==> config.mk <==
export PLATFORM = sky130hd
export DESIGN_NAME = te_packet_decoder_flat
export DESIGN_NICKNAME = d
export VERILOG_FILES = /design/src/rtl/te_packet_decoder_if.sv /design/src/rtl/te_packet_decoder.sv /design/src/flat_wrapper.sv
export SDC_FILE = /design/constraint.sdc
export NUM_CORES = 1
export LEC_CHECK = 0
export ABC_AREA = 0
export ABC_CLOCK_PERIOD_IN_PS = 4200
export CAP_MARGIN = 0
export CORE_AREA = 2 2 129 131
export DETAILED_ROUTE_END_ITERATION = 10
export DIE_AREA = 0 0 131 133
export PLACE_DENSITY = 0.84
export SLEW_MARGIN = 10
export SYNTH_ARGS = -nofsm -noshare
export SYNTH_HDL_FRONTEND = slang
export SYNTH_SLANG_ARGS = --single-unit
==> constraint.sdc <==
create_clock -name clk_i -period 4.2 [get_ports clk_i]
set_input_delay 0.84 -clock clk_i [delete_from_list [all_inputs] [get_ports clk_i]]
set_output_delay 0.84 -clock clk_i [all_outputs]
set_load 0.02 [all_outputs]
==> src/rtl/te_packet_decoder_if.sv <==
// Byte-stream input and decoded-packet output of the trace packet decoder.
// master = environment (drives bytes, consumes packets); slave = decoder.
interface te_packet_decoder_if #(
    parameter int XLEN              = 32,
    parameter int MAX_PAYLOAD_BYTES = 16
);
    logic                           byte_valid;
    logic [7:0]                     byte_data;
    logic                           byte_ready;
    logic                           pkt_valid;
    logic                           pkt_ready;
    logic [4:0]                     pkt_len;
    logic [1:0]                     pkt_format;
    logic [1:0]                     pkt_subformat;
    logic [1:0]                     pkt_priv;
    logic [XLEN-1:0]                pkt_addr;
    logic [8*MAX_PAYLOAD_BYTES-1:0] pkt_payload;
    logic                           err;

    modport master (
        output byte_valid, byte_data, pkt_ready,
        input  byte_ready, pkt_valid, pkt_len, pkt_format, pkt_subformat,
               pkt_priv, pkt_addr, pkt_payload, err
    );

    modport slave (
        input  byte_valid, byte_data, pkt_ready,
        output byte_ready, pkt_valid, pkt_len, pkt_format, pkt_subformat,
               pkt_priv, pkt_addr, pkt_payload, err
    );
endinterface

==> src/rtl/te_packet_decoder.sv <==
// Reassembles framed trace packets ({rsvd,len} header + len bytes, LSB first) and decodes fields.
// pkt_valid rises the cycle after the last payload byte; no bytes are taken while a packet is held.
module te_packet_decoder #(
    parameter int XLEN              = 32,
    parameter int MAX_PAYLOAD_BYTES = 16
) (
    input  logic                 clk_i,
    input  logic                 rst_ni,
    input  logic                 flush_i,
    te_packet_decoder_if.slave   bus
);
    localparam int         PW      = 8 * MAX_PAYLOAD_BYTES;
    localparam logic [4:0] MAX_LEN = 5'(MAX_PAYLOAD_BYTES);

    typedef enum logic [1:0] {S_IDLE, S_PAYLOAD, S_DISCARD, S_OUT} state_e;

    state_e          state_q;
    logic [4:0]      count_q, len_q;
    logic [PW-1:0]   payload_q;
    logic            pkt_valid_q, err_q;
    logic [1:0]      fmt_q, sub_q, priv_q;
    logic [XLEN-1:0] addr_q;

    logic            accept;
    logic [4:0]      hdr_len;
    logic [PW-1:0]   payload_d;
    logic [1:0]      fmt_d, sub_d, priv_d;
    logic [XLEN-1:0] addr_d;

    assign accept  = bus.byte_valid && (state_q != S_OUT);
    assign hdr_len = bus.byte_data[4:0];

    // Decode from the payload as it will look once the current byte is written,
    // so fields are registered together with pkt_valid.
    always_comb begin
        payload_d = payload_q;
        for (int i = 0; i < MAX_PAYLOAD_BYTES; i++) begin
            if (count_q == 5'(i)) payload_d[i*8 +: 8] = bus.byte_data;
        end
        fmt_d  = payload_d[1:0];
        sub_d  = 2'd0;
        priv_d = 2'd0;
        addr_d = '0;
        case (fmt_d)
            2'd3: begin
                sub_d = payload_d[3:2];
                if (sub_d == 2'd0 || sub_d == 2'd1) priv_d = payload_d[6:5];
                if (sub_d == 2'd0) addr_d = payload_d[7 +: XLEN];
            end
            2'd0:    sub_d  = {1'b0, payload_d[2]};
            2'd2:    addr_d = payload_d[2 +: XLEN];
            default: ;
        endcase
    end

    always_ff @(posedge clk_i or negedge rst_ni) begin
        if (!rst_ni) begin
            state_q     <= S_IDLE;
            count_q     <= '0;
            len_q       <= '0;
            payload_q   <= '0;
            pkt_valid_q <= 1'b0;
            err_q       <= 1'b0;
            fmt_q       <= '0;
            sub_q       <= '0;
            priv_q      <= '0;
            addr_q      <= '0;
        end else begin
            err_q <= 1'b0;
            if (flush_i) begin
                state_q     <= S_IDLE;
                count_q     <= '0;
                pkt_valid_q <= 1'b0;
            end else begin
                case (state_q)
                    S_IDLE: if (accept) begin
                        if (hdr_len == 5'd0) begin
                            err_q <= 1'b1;
                        end else if (hdr_len > MAX_LEN) begin
                            err_q   <= 1'b1;
                            count_q <= hdr_len;
                            state_q <= S_DISCARD;
                        end else begin
                            len_q     <= hdr_len;
                            payload_q <= '0;
                            count_q   <= '0;
                            state_q   <= S_PAYLOAD;
                        end
                    end
                    S_PAYLOAD: if (accept) begin
                        payload_q <= payload_d;
                        count_q   <= count_q + 5'd1;
                        if (count_q + 5'd1 == len_q) begin
                            state_q     <= S_OUT;
                            pkt_valid_q <= 1'b1;
                            fmt_q       <= fmt_d;
                            sub_q       <= sub_d;
                            priv_q      <= priv_d;
                            addr_q      <= addr_d;
                        end
                    end
                    S_DISCARD: if (accept) begin
                        count_q <= count_q - 5'd1;
                        if (count_q == 5'd1) state_q <= S_IDLE;
                    end
                    S_OUT: if (bus.pkt_ready) begin
                        state_q     <= S_IDLE;
                        pkt_valid_q <= 1'b0;
                    end
                    default: state_q <= S_IDLE;
                endcase
            end
        end
    end

    assign bus.byte_ready    = (state_q != S_OUT);
    assign bus.pkt_valid     = pkt_valid_q;
    assign bus.pkt_len       = len_q;
    assign bus.pkt_format    = fmt_q;
    assign bus.pkt_subformat = sub_q;
    assign bus.pkt_priv      = priv_q;
    assign bus.pkt_addr      = addr_q;
    assign bus.pkt_payload   = payload_q;
    assign bus.err           = err_q;
endmodule

==> src/flat_wrapper.sv <==
// flat-port wrapper written by rule: the top's interface ports become plain ports
module te_packet_decoder_flat 
#(
    parameter int XLEN              = 32,
    parameter int MAX_PAYLOAD_BYTES = 16
)
  (clk_i, rst_ni, flush_i, bus_byte_valid, bus_byte_data, bus_pkt_ready, bus_byte_ready, bus_pkt_valid, bus_pkt_len, bus_pkt_format, bus_pkt_subformat, bus_pkt_priv, bus_pkt_addr, bus_pkt_payload, bus_err);
  te_packet_decoder_if #(.XLEN(XLEN), .MAX_PAYLOAD_BYTES(MAX_PAYLOAD_BYTES)) bus_i ();
  input  logic clk_i;
  input  logic rst_ni;
  input  logic flush_i;
  input wire logic [$bits(bus_i.byte_valid)-1:0] bus_byte_valid;
  input wire logic [$bits(bus_i.byte_data)-1:0] bus_byte_data;
  input wire logic [$bits(bus_i.pkt_ready)-1:0] bus_pkt_ready;
  output wire logic [$bits(bus_i.byte_ready)-1:0] bus_byte_ready;
  output wire logic [$bits(bus_i.pkt_valid)-1:0] bus_pkt_valid;
  output wire logic [$bits(bus_i.pkt_len)-1:0] bus_pkt_len;
  output wire logic [$bits(bus_i.pkt_format)-1:0] bus_pkt_format;
  output wire logic [$bits(bus_i.pkt_subformat)-1:0] bus_pkt_subformat;
  output wire logic [$bits(bus_i.pkt_priv)-1:0] bus_pkt_priv;
  output wire logic [$bits(bus_i.pkt_addr)-1:0] bus_pkt_addr;
  output wire logic [$bits(bus_i.pkt_payload)-1:0] bus_pkt_payload;
  output wire logic [$bits(bus_i.err)-1:0] bus_err;
  assign bus_i.byte_valid = bus_byte_valid;
  assign bus_i.byte_data = bus_byte_data;
  assign bus_i.pkt_ready = bus_pkt_ready;
  assign bus_byte_ready = bus_i.byte_ready;
  assign bus_pkt_valid = bus_i.pkt_valid;
  assign bus_pkt_len = bus_i.pkt_len;
  assign bus_pkt_format = bus_i.pkt_format;
  assign bus_pkt_subformat = bus_i.pkt_subformat;
  assign bus_pkt_priv = bus_i.pkt_priv;
  assign bus_pkt_addr = bus_i.pkt_addr;
  assign bus_pkt_payload = bus_i.pkt_payload;
  assign bus_err = bus_i.err;
  te_packet_decoder #(.XLEN(XLEN), .MAX_PAYLOAD_BYTES(MAX_PAYLOAD_BYTES)) u_core (.clk_i(clk_i), .rst_ni(rst_ni), .flush_i(flush_i), .bus(bus_i));
endmodule
=== After elaboration in Yosys (flattened, before gate mapping) ===
Cells that the tools add are included.

* Flip-flop bits (word level): 180
* Input port bits: 13
* Output and inout port bits: 174
* Logic and storage cells: 155

* Add/sub/neg operators: 2
* Order comparisons: 1
* Equal/unequal tests: 46
* Muxes and demuxes: 53
* Bitwise gates (word level): 3
* Reductions and logical operators: 28

{| class="wikitable"
|+ Operator list
! operator !! count
|-
| 128-bit 2-to-1 mux || 4
|-
| 128-bit case mux with 2 select lines || 1
|-
| 8-bit 2-to-1 mux || 16
|-
| 7-bit AND reduction || 13
|-
| 32-bit case mux with 2 select lines || 1
|-
| 5-bit by 4-bit equality test with 1-bit output (second input constant) || 8
|-
| 32-bit 2-to-1 mux || 1
|-
| 5-bit 2-to-1 mux || 6
|-
| 2-bit by 1-bit inequality test with 1-bit output (second input constant) || 14
|-
| 2-bit 2-to-1 mux || 11
|-
| 5-bit by 3-bit equality test with 1-bit output (second input constant) || 4
|-
| 3-bit by 2-bit inequality test with 1-bit output (second input constant) || 5
|-
| 5-bit case mux with 3 select lines || 1
|-
| 5-bit by 2-bit equality test with 1-bit output (second input constant) || 2
|-
| 5-bit zero test || 2
|-
| 5-bit AND reduction || 2
|-
| 1-bit 2-to-1 mux || 9
|-
| 2-bit equality test (second input constant) || 4
|-
| 2-bit case mux with 4 select lines || 1
|-
| 4-bit AND reduction || 2
|-
| 2-bit zero test || 3
|-
| 2-bit inequality test (second input constant) || 3
|-
| 3-bit inequality test (second input constant) || 2
|-
| 6-bit AND reduction || 1
|-
| other kinds (14) || 17
|}

=== Logic depth before layout (Yosys ltp) ===
* Word-level depth: 6
* Mapped depth: 12
* Gate-level depth less buffers: 9

=== Worst setup path before layout ===
No wires, ideal clock.

* Path kind: input -> register
* From: input port bus_byte_data[2]
* To: register u_core.payload_q[104], in the netlist u_core.bus.pkt_payload[104]
* Data arrival time: 2.946 ns
* Data required time: 4.075 ns
* Path slack: 1.129 ns
* Stages: 8
* Cell sequence: clkbuf_1 or4_1 ha_1 or3_4 o31ai_4 buf_12 nand2_8 mux2_4

* Longest elaborated chain between the ends: 3
* Elaborated cells on any way between the ends: 5

{| class="wikitable"
|+ RTL lines
! element !! line !! RTL
|-
| from (decl) || flat_wrapper.sv:13 || <nowiki>input wire logic [$bits(bus_i.byte_data)-1:0] bus_byte_data;</nowiki>
|-
| 5-bit > comparator / 5-bit zero test (equally long branches) || te_packet_decoder.sv:79, te_packet_decoder.sv:77 ||
|-
| 2-bit inequality test (no source line) || - ||
|-
| 7-bit AND reduction (no source line) * || - ||
|-
| to (signal assigned) || te_packet_decoder.sv:91 || <nowiki>payload_q <= payload_d;</nowiki>
|-
| to (decl) || te_packet_decoder.sv:19 || <nowiki>logic [PW-1:0] payload_q;</nowiki>
|}

Mark *: on every way between the ends. The rest lies on a longest branch, timed or not.
A chain may end at the register's enable or synchronous reset.

=== Worst setup path after layout ===
* From: input port bus_byte_data[2]
* To: register u_core.payload_q[88], in the netlist u_core.bus.pkt_payload[88]

Same word-level chain as after synthesis.

==> summary by stage <==
Outcome
The flow ran to the end, and the final reports show no timing, DRC or antenna violations.

Floorplan
The die is 131 um wide. The die height is 133 um. The area of the die is 17420 um^2. The count of standard-cell rows is 47. The total area inside the core boundary comes to around 16000 um^2. Pin placement for this block handled around 190 I/O pins. The initial core utilization is 53.20%.

Critical path
The data arrival time of the critical path is 3750 ps. STA classifies the critical path startpoint as a primary input. The critical path is of the in -> reg type.

The critical path goes through clkdlybuf4s50_1, or4_1, ha_1, or3_4, o31ai_4, buf_4, nand2_2, mux2_2. For this design, the slowest cell found on the critical path is sky130_fd_sc_hd__or4_1. Of all nets on the critical path, the largest fanout is 23. On the worst path, the slowest cell contributes a delay of 580 ps. The startpoint identified for the worst register-to-register timing path is u_core.count_q[0].

The launch point of the worst path is bus_byte_data[2]. The category of the worst setup path capture point is a flop. The data required time of the critical path is around 4500 ps.

STA
The highest clock frequency the design can meet is 0.2912 GHz. Setup repair after global routing left no endpoint under its margin. The minimum period implied by the final worst setup slack is 3434 ps. The number of failing hold endpoints at the final stage is 0.

The final-report setup violation count is 0. The final critical-path share of the clock period is 81.77%. The setup skew after layout is between 9 and 10 ps. Adding up every negative setup slack in the final design gives 0 ps. The transition time of the tightest slew-check pin is 932.1 ps. The max-slew violation total from the final report came to 0. The worst slew slack as a fraction of its limit is 37.86%.

Yosys
After synthesis, the share of flip-flops with an asynchronous set or reset is 100.0%. The count of flip-flops with a built-in enable after synthesis is 0. For this run, the number of Yosys warnings is 0.

The distinct cell type count after synthesis is 53. Of the total synthesized cell area, the portion taken by AND, OR, NAND and NOR gates is 9.889%. The most used flip-flop cell after synthesis is sky130_fd_sc_hd__dfrtp_1.

The synthesized-area fraction occupied by adder cells is 2.327%. The synthesized net count is 727. The complex-gate fraction of the synthesized area is ~11%. The synthesized netlist cell count is roughly 700.

The largest family of logic cells by synthesized area is multiplexers. The mapped netlist covers 8603 um^2. The mean post-synth cell area is 12.33 um^2.

Measured against the total synthesized area, the mux share comes to 19.58%. The share of synthesized area occupied by flip-flops and latches is 52.36%. The synthesized design contains 180 register bits. The synthesized netlist devotes 1.076% of its cell area to XOR and XNOR gates.

Detailed routing
For this run, design rule violations remaining after detail routing come to 0. In this run, the number of DRC markers left after iteration 0 of detailed routing was 339. The number of detailed-routing iterations run before antenna repair is 6. Summed over all layers, the routed wires come to approximately 23000 um. In the final routed layout, each cell accounts on average for 20.71 um. Across all layers, the routed design uses between 6000 and 7000 vias. The detail-routed via count per cell is roughly 5.6. Once detail routing completed, the nets flagged for antenna violations numbered 0.

Clock network
Clock tree synthesis inserted a total of 17 buffers. After clock tree synthesis, the clock-pin slew on the worst setup and hold paths is 70 ps. At the later pin of the worst-skew pair, clock insertion delay measures 430 ps. The total number of clock tree sinks is 180. The number of hold buffers added after CTS was 0.

In this run, post-CTS repair resized a total of 0 instances. The setup fix buffers added after clock tree synthesis is 0. The maximum root-to-sink buffer count is 2. The maximum level of the CTS H-tree is 4. TritonCTS built the clock tree. The clock root buffer master is sky130_fd_sc_hd__clkbuf_16.

Finish
Relative to the synthesized area, the layout overhead comes to 30.47%. The total number of nets in the final design is 898. The layout has 1173 filler cells. The number of standard cells in the final layout excluding fillers is 1102. Cells with a size suffix above 1 make up 21.54% of the layout.

Once layout is done, the placed cells without fillers occupy between 10000 and 15000 um^2. The repair_antennas step left the layout with diodes totalling 0.

Place
The cell count after placement is 1070. The placed wire-length estimate is 15900 um. The congestion estimate from routability-driven global placement came to 0.8717.

Buffers placed on the I/O ports in this run total 186. The placed instances occupy a cell area of ~11000 um^2.

Power
In this run the static leakage power is 5.087 nW. The total power of the final layout is 8.314 mW. The power density relative to cell area is 740.7 nW/um^2. The maximum vdd ir drop is 386.2 uV.

GRT
The via count of the first global-routing pass is 6210. The initial antenna violation count is 0. For this run, the total global-route usage over all layers was measured as 26.78%.

Summed over all layers, the global routing overflow is 0. The first global-routing pass estimated approximately 36000 um of wire. The largest net degree at the start of global routing is a little over 80.

Flow run
The number of maximum-capacitance constraint violations is 0.

Min path
The path class of the tightest hold or removal check is in -> async.
## registers in the layout, summed over array words and instances (netlist names), 2 cells and up
register                  cells
u_core.state_q                2
u_core.bus.pkt_len            5
u_core.bus.pkt_payload      128
u_core.bus.pkt_format         2
u_core.bus.pkt_addr          32
u_core.bus.pkt_priv           2
u_core.bus.pkt_subformat      2
u_core.count_q                5
## path summary, 6_finish.rpt
kind                                                     to  slack (ps)  depth (start not counted)
worst max-delay path             u_core.bus.pkt_payload[88]         770                          8
worst min register to register       u_core.bus.pkt_addr[9]         480                          2
worst max register to register       u_core.bus.pkt_addr[0]         990                         10
worst min-delay path             u_core.bus.pkt_payload[80]         380                          1
min in group clk_i                   u_core.bus.pkt_addr[9]         480                          2
max in group asynchronous       u_core.bus.pkt_payload[125]        2910                          2
## cell usage after synthesis (2+ instances only)
| cell | number | area share, % |
|---|---|---|
| sky130_fd_sc_hd__a2bb2oi_1 | 5 | 0.51 |
| sky130_fd_sc_hd__nor2b_1 | 4 | 0.29 |
| sky130_fd_sc_hd__o21ai_0 | 54 | 3.1 |
| sky130_fd_sc_hd__ha_1 | 16 | 2.3 |
| sky130_fd_sc_hd__buf_2 | 14 | 0.81 |
| sky130_fd_sc_hd__o31ai_1 | 13 | 1.1 |
| sky130_fd_sc_hd__xor2_1 | 3 | 0.31 |
| sky130_fd_sc_hd__o21ai_1 | 8 | 0.47 |
| sky130_fd_sc_hd__buf_6 | 4 | 0.52 |
| sky130_fd_sc_hd__clkbuf_1 | 23 | 1.0 |
| sky130_fd_sc_hd__mux2_2 | 74 | 9.7 |
| sky130_fd_sc_hd__nor3_2 | 2 | 0.23 |
| sky130_fd_sc_hd__mux2_4 | 48 | 8.4 |
| sky130_fd_sc_hd__a21oi_1 | 10 | 0.58 |
| sky130_fd_sc_hd__nor4b_4 | 2 | 0.55 |
| sky130_fd_sc_hd__nand2b_1 | 6 | 0.44 |
| sky130_fd_sc_hd__mux2i_1 | 13 | 1.5 |
| sky130_fd_sc_hd__o41ai_1 | 2 | 0.20 |
| sky130_fd_sc_hd__a22o_1 | 18 | 1.8 |
| sky130_fd_sc_hd__and2_1 | 7 | 0.51 |
| sky130_fd_sc_hd__nand2_2 | 4 | 0.29 |
| sky130_fd_sc_hd__nand2_1 | 86 | 3.8 |
| sky130_fd_sc_hd__xnor2_1 | 5 | 0.51 |
| sky130_fd_sc_hd__dfrtp_1 | 180 | 52 |
| sky130_fd_sc_hd__nand3_1 | 11 | 0.64 |
| sky130_fd_sc_hd__and3_1 | 3 | 0.22 |
| sky130_fd_sc_hd__nand2_8 | 6 | 1.4 |
| sky130_fd_sc_hd__o21bai_1 | 2 | 0.17 |
| sky130_fd_sc_hd__o21a_1 | 2 | 0.17 |
| sky130_fd_sc_hd__buf_4 | 5 | 0.44 |
| sky130_fd_sc_hd__nor2_1 | 7 | 0.31 |
| sky130_fd_sc_hd__inv_1 | 15 | 0.65 |
| sky130_fd_sc_hd__nor3_1 | 3 | 0.17 |
| sky130_fd_sc_hd__a22oi_1 | 24 | 2.1 |
## worst max-delay path: cells and delay by family
| kind | cells | cell delay, ps |
|---|---|---|
| AND/OR/NAND/NOR | 3 | 1270 |
| buffers and inverters | 2 | 970 |
| multiplexers | 1 | 340 |
| adder cells (fa/ha/maj) | 1 | 250 |
| AO/OA/AOI/OAI | 1 | 70 |
## placed cells by master (no fill, tap or decap), types with 4 or more instances in the layout
cell type | Yosys | layout
sky130_fd_sc_hd__inv_6 | 0 | 5
sky130_fd_sc_hd__mux2_2 | 74 | 74
sky130_fd_sc_hd__clkbuf_16 | 0 | 17
sky130_fd_sc_hd__and2_1 | 7 | 7
sky130_fd_sc_hd__buf_4 | 5 | 13
sky130_fd_sc_hd__a2bb2oi_1 | 5 | 5
sky130_fd_sc_hd__nand3_1 | 11 | 11
sky130_fd_sc_hd__mux2i_1 | 13 | 13
sky130_fd_sc_hd__a21oi_1 | 10 | 10
sky130_fd_sc_hd__nand2_2 | 4 | 4
sky130_fd_sc_hd__a22oi_1 | 24 | 24
sky130_fd_sc_hd__a22o_1 | 18 | 18
sky130_fd_sc_hd__o21ai_1 | 8 | 8
sky130_fd_sc_hd__nand2b_1 | 6 | 6
sky130_fd_sc_hd__nand2_1 | 86 | 86
sky130_fd_sc_hd__xnor2_1 | 5 | 5
sky130_fd_sc_hd__mux2_4 | 48 | 48
sky130_fd_sc_hd__inv_1 | 15 | 15
sky130_fd_sc_hd__o21ai_0 | 54 | 54
sky130_fd_sc_hd__nor2_1 | 7 | 7
sky130_fd_sc_hd__ha_1 | 16 | 16
sky130_fd_sc_hd__clkdlybuf4s50_1 | 0 | 185
sky130_fd_sc_hd__o31ai_1 | 13 | 13
sky130_fd_sc_hd__dfrtp_1 | 180 | 180
sky130_fd_sc_hd__nor2b_1 | 4 | 4
sky130_fd_sc_hd__nand2_8 | 6 | 6
## metrics by stage
| stage | hold WS (ps) | utilization, % | setup WS (ps) |
|---|---|---|---|
| 6_report | 378.0 | 69.41 | 765.8 |
| 5_1_grt | 416.2 | 69.41 | 670.2 |
| 4_1_cts | 393.8 | 69.41 | 760.3 |
| 3_5_place_dp | 469.7 | 65.52 | 315.3 |
| 3_3_place_gp | 464.5 | 65.52 | 384.0 |
| 2_1_floorplan | 526.0 | - | 1129 |
## power breakdown
| part | leakage [nW] | internal [mW] | total [mW] | switching, mW |
|---|---|---|---|---|
| clock | 0.302 | 0.972 | 1.69 | 0.718 |
| sequential | 2.47 | 2.27 | 2.70 | 0.437 |
| combinational | 2.32 | 1.87 | 3.92 | 2.05 |
| total | 5.09 | 5.11 | 8.31 | 3.20 |
## cell type report
type	count	area (um^2)	share of cell area, %
flip-flops and latches	180	4504	40.13
well taps	220	275.3	2.452
repair buffers	200	1981	17.65
clock inverters	14	188.9	1.683
multi-input cells	455	3780	33.68
clock buffers	18	439.2	3.913
inverters	15	56.30	0.5016
## kinds of logic (layout without fill, tap and decap cells)
logic type      after synthesis  count (layout)
mux                         135             135
buf+inv                      63             247
compound gates              144             144
xor+xnor                      9               9
simple gates                151             151
fa+ha+maj                    16              16
flops                       180             180
## layer usage
layer / GRT usage [%] / part of all wire (%)
met5: 0 / 0
met4: 8.629 / 2.0
met3: 6.874 / 8.0
met2: 42.77 / 48
met1: 35.77 / 42
(Power assumes the default switching activity.)
